--- src/rtl/map_ss_seq_pkg.sv ---
// Shared definitions for the mapper save-state sequencer:
// bus widths, default transfer length and FSM state encoding.
package map_ss_seq_pkg;

  localparam int BW_ADDR    = 8;
  localparam int BW_DATA    = 8;
  localparam int BW_CNT     = 8;
  localparam int SS_LEN_DEF = 128;

  typedef enum logic [2:0] {
    IDLE    = 3'd0,
    SAVE    = 3'd1,
    LOAD_RD = 3'd2,
    LOAD_WR = 3'd3,
    DONE    = 3'd4
  } state_t;

endpackage

--- src/rtl/map_ss_sum.sv ---
// Checksum accumulator for save-state transfers (mod-256 byte sum).
// Ports: i_clk, i_rst (async high), i_clr, i_add, i_byte -> o_sum.
module map_ss_sum
  import map_ss_seq_pkg::*;
(
  input  logic               i_clk,
  input  logic               i_rst,
  input  logic               i_clr,
  input  logic               i_add,
  input  logic [BW_DATA-1:0] i_byte,
  output logic [BW_DATA-1:0] o_sum
);

  logic [BW_DATA-1:0] r_sum;

  always_ff @(posedge i_clk or posedge i_rst) begin
    if (i_rst) begin
      r_sum <= '0;
    end else if (i_clr) begin
      r_sum <= '0;
    end else if (i_add) begin
      r_sum <= r_sum + i_byte;
    end
  end

  assign o_sum = r_sum;

endmodule

--- src/rtl/map_ss_seq.sv ---
// Mapper save-state sequencer: copies mapper state to a buffer (save)
// or restores it from the buffer (load), one address per word.
// Ports: m2 clk, map_rst async high, start_save/start_load requests,
// busy/done status, ss_* mapper access, buf_* buffer access, ss_sum.
// Optional checksum accumulator enabled by macro SS_SUM_EN.
module map_ss_seq
  import map_ss_seq_pkg::*;
#(
  parameter int SS_LEN = SS_LEN_DEF
) (
  input  logic               m2,
  input  logic               map_rst,
  input  logic               start_save,
  input  logic               start_load,
  output logic               busy,
  output logic               done,
  output logic               ss_act,
  output logic               ss_we,
  output logic [BW_ADDR-1:0] ss_addr,
  output logic [BW_DATA-1:0] ss_wdat,
  input  logic [BW_DATA-1:0] ss_rdat,
  output logic [BW_ADDR-1:0] buf_addr,
  output logic               buf_we,
  output logic [BW_DATA-1:0] buf_wdat,
  input  logic [BW_DATA-1:0] buf_rdat,
  output logic [BW_DATA-1:0] ss_sum
);

  // Terminal index; for SS_LEN=256 this is 255, so cnt never wraps.
  localparam logic [BW_CNT-1:0] LAST = BW_CNT'(SS_LEN - 1);

  state_t            r_state;
  state_t            w_state_nxt;
  logic [BW_CNT-1:0] r_cnt;
  logic [BW_CNT-1:0] w_cnt_nxt;
  logic              w_last;

  assign w_last = (r_cnt == LAST);

  always_ff @(posedge m2 or posedge map_rst) begin
    if (map_rst) begin
      r_state <= IDLE;
      r_cnt   <= '0;
    end else begin
      r_state <= w_state_nxt;
      r_cnt   <= w_cnt_nxt;
    end
  end

  always_comb begin
    w_state_nxt = r_state;
    w_cnt_nxt   = r_cnt;
    unique case (r_state)
      IDLE: begin
        // save has priority over a simultaneous load
        if (start_save) begin
          w_state_nxt = SAVE;
          w_cnt_nxt   = '0;
        end else if (start_load) begin
          w_state_nxt = LOAD_RD;
          w_cnt_nxt   = '0;
        end
      end
      SAVE: begin
        if (w_last) begin
          w_state_nxt = DONE;
          w_cnt_nxt   = '0;
        end else begin
          w_cnt_nxt = r_cnt + 1'b1;
        end
      end
      LOAD_RD: begin
        w_state_nxt = LOAD_WR;
      end
      LOAD_WR: begin
        if (w_last) begin
          w_state_nxt = DONE;
          w_cnt_nxt   = '0;
        end else begin
          w_state_nxt = LOAD_RD;
          w_cnt_nxt   = r_cnt + 1'b1;
        end
      end
      DONE: begin
        w_state_nxt = IDLE;
      end
      default: begin
        w_state_nxt = IDLE;
        w_cnt_nxt   = '0;
      end
    endcase
  end

  always_comb begin
    busy     = 1'b0;
    done     = 1'b0;
    ss_act   = 1'b0;
    ss_we    = 1'b0;
    ss_addr  = '0;
    ss_wdat  = '0;
    buf_addr = '0;
    buf_we   = 1'b0;
    buf_wdat = '0;
    unique case (r_state)
      IDLE: begin
      end
      SAVE: begin
        busy     = 1'b1;
        ss_act   = 1'b1;
        ss_addr  = r_cnt;
        buf_addr = r_cnt;
        buf_we   = 1'b1;
        buf_wdat = ss_rdat;
      end
      LOAD_RD: begin
        // buffer read issued here; data returns in LOAD_WR
        busy     = 1'b1;
        ss_act   = 1'b1;
        ss_addr  = r_cnt;
        buf_addr = r_cnt;
      end
      LOAD_WR: begin
        busy     = 1'b1;
        ss_act   = 1'b1;
        ss_we    = 1'b1;
        ss_addr  = r_cnt;
        ss_wdat  = buf_rdat;
        buf_addr = r_cnt;
      end
      DONE: begin
        busy = 1'b1;
        done = 1'b1;
      end
      default: begin
      end
    endcase
  end

`ifdef SS_SUM_EN
  logic               w_sum_clr;
  logic               w_sum_add;
  logic [BW_DATA-1:0] w_sum_byte;

  assign w_sum_clr  = (r_state == IDLE) &&
                      (start_save || start_load);
  assign w_sum_add  = (r_state == SAVE) ||
                      (r_state == LOAD_WR);
  assign w_sum_byte = (r_state == SAVE) ? ss_rdat
                                        : buf_rdat;

  map_ss_sum u_sum (
    .i_clk  (m2),
    .i_rst  (map_rst),
    .i_clr  (w_sum_clr),
    .i_add  (w_sum_add),
    .i_byte (w_sum_byte),
    .o_sum  (ss_sum)
  );
`else
  assign ss_sum = '0;
`endif

endmodule

--- config.mk ---
export PLATFORM = sky130hd
export DESIGN_NAME = map_ss_seq
export DESIGN_NICKNAME = d
export VERILOG_FILES = /design/src/rtl/map_ss_seq_pkg.sv /design/src/rtl/map_ss_sum.sv /design/src/rtl/map_ss_seq.sv
export SDC_FILE = /design/constraint.sdc
export NUM_CORES = 1
export LEC_CHECK = 0
export CORE_ASPECT_RATIO = 0.75
export CORE_UTILIZATION = 35
export CTS_BUF_LIST = sky130_fd_sc_hd__clkbuf_8
export CTS_CLUSTER_SIZE = 30
export DETAILED_ROUTE_END_ITERATION = 12
export HOLD_SLACK_MARGIN = 0.02
export PLACE_DENSITY = 0.94
export SLEW_MARGIN = 25
export SYNTH_ARGS = -nofsm -noshare
export SYNTH_HDL_FRONTEND = slang
export SYNTH_SLANG_ARGS = --single-unit
--- constraint.sdc ---
create_clock -name m2 -period 1.81 [get_ports m2]
set_clock_uncertainty 0.2 [all_clocks]
set_input_delay 0.2715 -clock m2 [delete_from_list [all_inputs] [get_ports m2]]
set_output_delay 0.2715 -clock m2 [all_outputs]
set_load 0.03 [all_outputs]
==> results.yml <==
worst_setup_path:
  critical_path_arrival_ns: 1.88
  endpoint_kind: "flop"
  crit_path_frequent_cell: "buf_4"
  worstPathRequired_ns: 1.78
  max_stage_delay_ns: 0.48
  rrSetupSlack_ns: -0.11
  rr_worst_depth: 7
  r2r_start: "r_state[0]$_DFFE_PP0P_"
  critPathSlowestCell: "dfrtp_2"
  crit_path_max_fanout: 7
  path_cells: "buf_4, a21oi_1, o31a_1, buf_4, buf_4, o21ai_0, a21oi_1"
  critPathLaunchType: "flop"
  reg2reg_to: "r_cnt[3]$_DFFE_PP0P_"
  criticalPathCategory: "flop to flop"
routing:
  wire_per_inst_um: 16.9
  wirelength_um: 3450
  postRouteAntennaNets: 0
  drt_pass1_iterations: 4
  drc: 0
  via_per_inst: 5.43
  vias: 1108
  drt_iter0_markers: 87
sta:
  rsz0062_at_grt: "yes"
  fin_ws_ns: -0.109
  slew_violations: 0
  final.setup.tns_ns: -0.333
  final.period_utilization: 1.06
  hold_slack_ns: 0.128
  period_needed_ns: 1.92
  hold_viol: 0
  setup_violations: 21
  fmax_mhz: 521
cts:
  hold_buffers: 0
  numCtsBuffers: 3
  clock_latency_ns: 0.25
  clkTransAtPathRegs_ns: 0.05
  tritoncts: "built"
  clk_root_buffer_cell: "clkbuf_8"
  htree_num_levels: 1
  cts.path.max_buffers: 2
  cts_sinks: 11
die:
  die_x_um: 60.1
  die_area_sq_mm: 0.00274
  start_util: 0.378
  ios: 65
  coreArea_sq_mm: 0.00235
  dieHeight_um: 45.6
  rows: 15
finish:
  final_nets: 192
  final_area_sq_mm: 0.00165
  drive_gt1_frac: 0.476
  layoutNonFillerInstCount: 204
  final_core_util: 0.705
  diodes: 0
  area_growth_pct: 86.3
worst_hold_path:
  hp-class: "input pin to asynchronous set/reset pin"
grt:
  grt_pass1_wl_um: 4270
  grt_pass1_vias: 980
  globalRoute.totalOverflow: 0
  grt_max_degree: 14
  grt_antenna_before_repair: 0
  grt_usage: 0.217
synthesis:
  syn_area_sq_um: 887
  ys_warn_count: 0
  ys_seq_area_frac: 0.310
  postSynthCellCount: 109
  synth.ff_latch_count: 11
  synth_top_area_cell: "dfrtp_1"
  synth-edff-count: 0
  synthDistinctLibCells: 31
  synthTopCellsByArea: "dfrtp_1 31%, buf_4 14%, and2_1 12%"
  async_reset_ff_frac: 1.00
  synth_ff_type: "dfrtp_1"
  syn_avg_cell_area_sq_um: 8.14
  yosysTopAreaCellShare: 0.310
placed_design:
  place_congestion: 0.834
  pre_cts_ws_ns: -0.261
  place_inst: 193
  post_dp_cell_area_sq_mm: 0.00136
  portBuffers: 56
  dp_hpwl_um: 2230
outcome:
  violations: "setup timing"
  outcome: "complete, but fails checks"
job:
  drv_cap: 0
power:
  total_power_mw: 2.10
  powerDensity_mw_per_mm2: 1270
  ir_drop_v: 0.000688
  p_leak_nw: 0.783
-- worst max-delay path: cells and delay by family, from the launching register on --
family,cells,cell delay [ns]
buffers and inverters,3,0.44
AO/OA/AOI/OAI,4,0.70
flip-flops,1,0.48
-- power breakdown --
part,total [mW],leakage [nW],switching (mW),internal (mW)
Sequential,0.425,0.140,0.118,0.307
Clock,0.259,0.0269,0.109,0.150
Combinational,1.42,0.616,0.776,0.640
Total,2.10,0.783,1.00,1.10
-- cell usage after synthesis (2+ instances only) --
library cell / n
o21ai_0: 7
and3_1: 8
a21oi_1: 8
nor2_1: 7
clkbuf_1: 3
nand2_1: 4
nand3_1: 4
dfrtp_1: 11
o31ai_1: 2
buf_4: 16
and2_1: 17
buf_6: 2
inv_1: 2
-- worst max path at each step --
stage	start	endpoint	slack [ns]
2_1_floorplan	r_state[0]$_DFFE_PP0P_	ss_addr[0]	-0.03
6_report	r_state[0]$_DFFE_PP0P_	r_cnt[3]$_DFFE_PP0P_	-0.11
3_5_place_dp	start_load	r_cnt[5]$_DFFE_PP0P_	-0.26
3_3_place_gp	start_save	r_cnt[5]$_DFFE_PP0P_	-0.17
5_1_grt	start_load	r_cnt[3]$_DFFE_PP0P_	-0.12
4_1_cts	r_state[2]$_DFFE_PP0P_	buf_wdat[1]	-0.05
-- what timing repair did --
item | in CTS | in global routing
resized for setup | 4 | 54
endpoints found under the setup margin | 36 | 36
cloned | 1 | 1
pin swaps | 4 | 9
buffers inserted | 1 | 4
-- layout by cell type (no fill, tap or decap), drive strengths merged, types with 2 or more instances in the layout --
cell type	instances
o31ai	2
conb	8
dfrtp	11
clkdlybuf4s50	19
buf	50
nor2	9
clkbuf	3
a21oi	8
o21ai	7
nand2	4
or3	2
and2	18
inv	3
and3	8
nand3	4
-- layout make-up --
cell class                      count  area, sq um
Clock buffer                        3         41.3
Clock inverter                      1         3.75
Fill cell                         172          693
Inverter                            2         7.51
Multi-Input combinational cell     84          578
Sequential cell                    11          278
Tap cell                           34         42.5
Timing Repair Buffer               69          702
-- logic make-up (layout without fill, tap and decap cells) --
logic type | count (synthesis) | after routing | share of synthesized area
and+or+nand+nor | 50 | 52 | 0.330
other | 1 | 8 | 0.00423
xor gates and xnor gates | 2 | 2 | 0.0197
buffers and inverters | 23 | 75 | 0.182
adders and majority gates | 1 | 1 | 0.0141
AOI/OAI and AO/OA | 21 | 21 | 0.140
DFF | 11 | 11 | 0.310
-- layer usage --
metal | share of wire | GRT usage
met2 | 0.52 | 0.369
met5 | 0 | 0
met1 | 0.34 | 0.247
met3 | 0.085 | 0.0625
met4 | 0.054 | 0.116
-- flip-flops by register name, summed over array words and instances, names as in the netlist --
name	cells
r_state	3
r_cnt	8
Power figures use the tool's default switching activity.
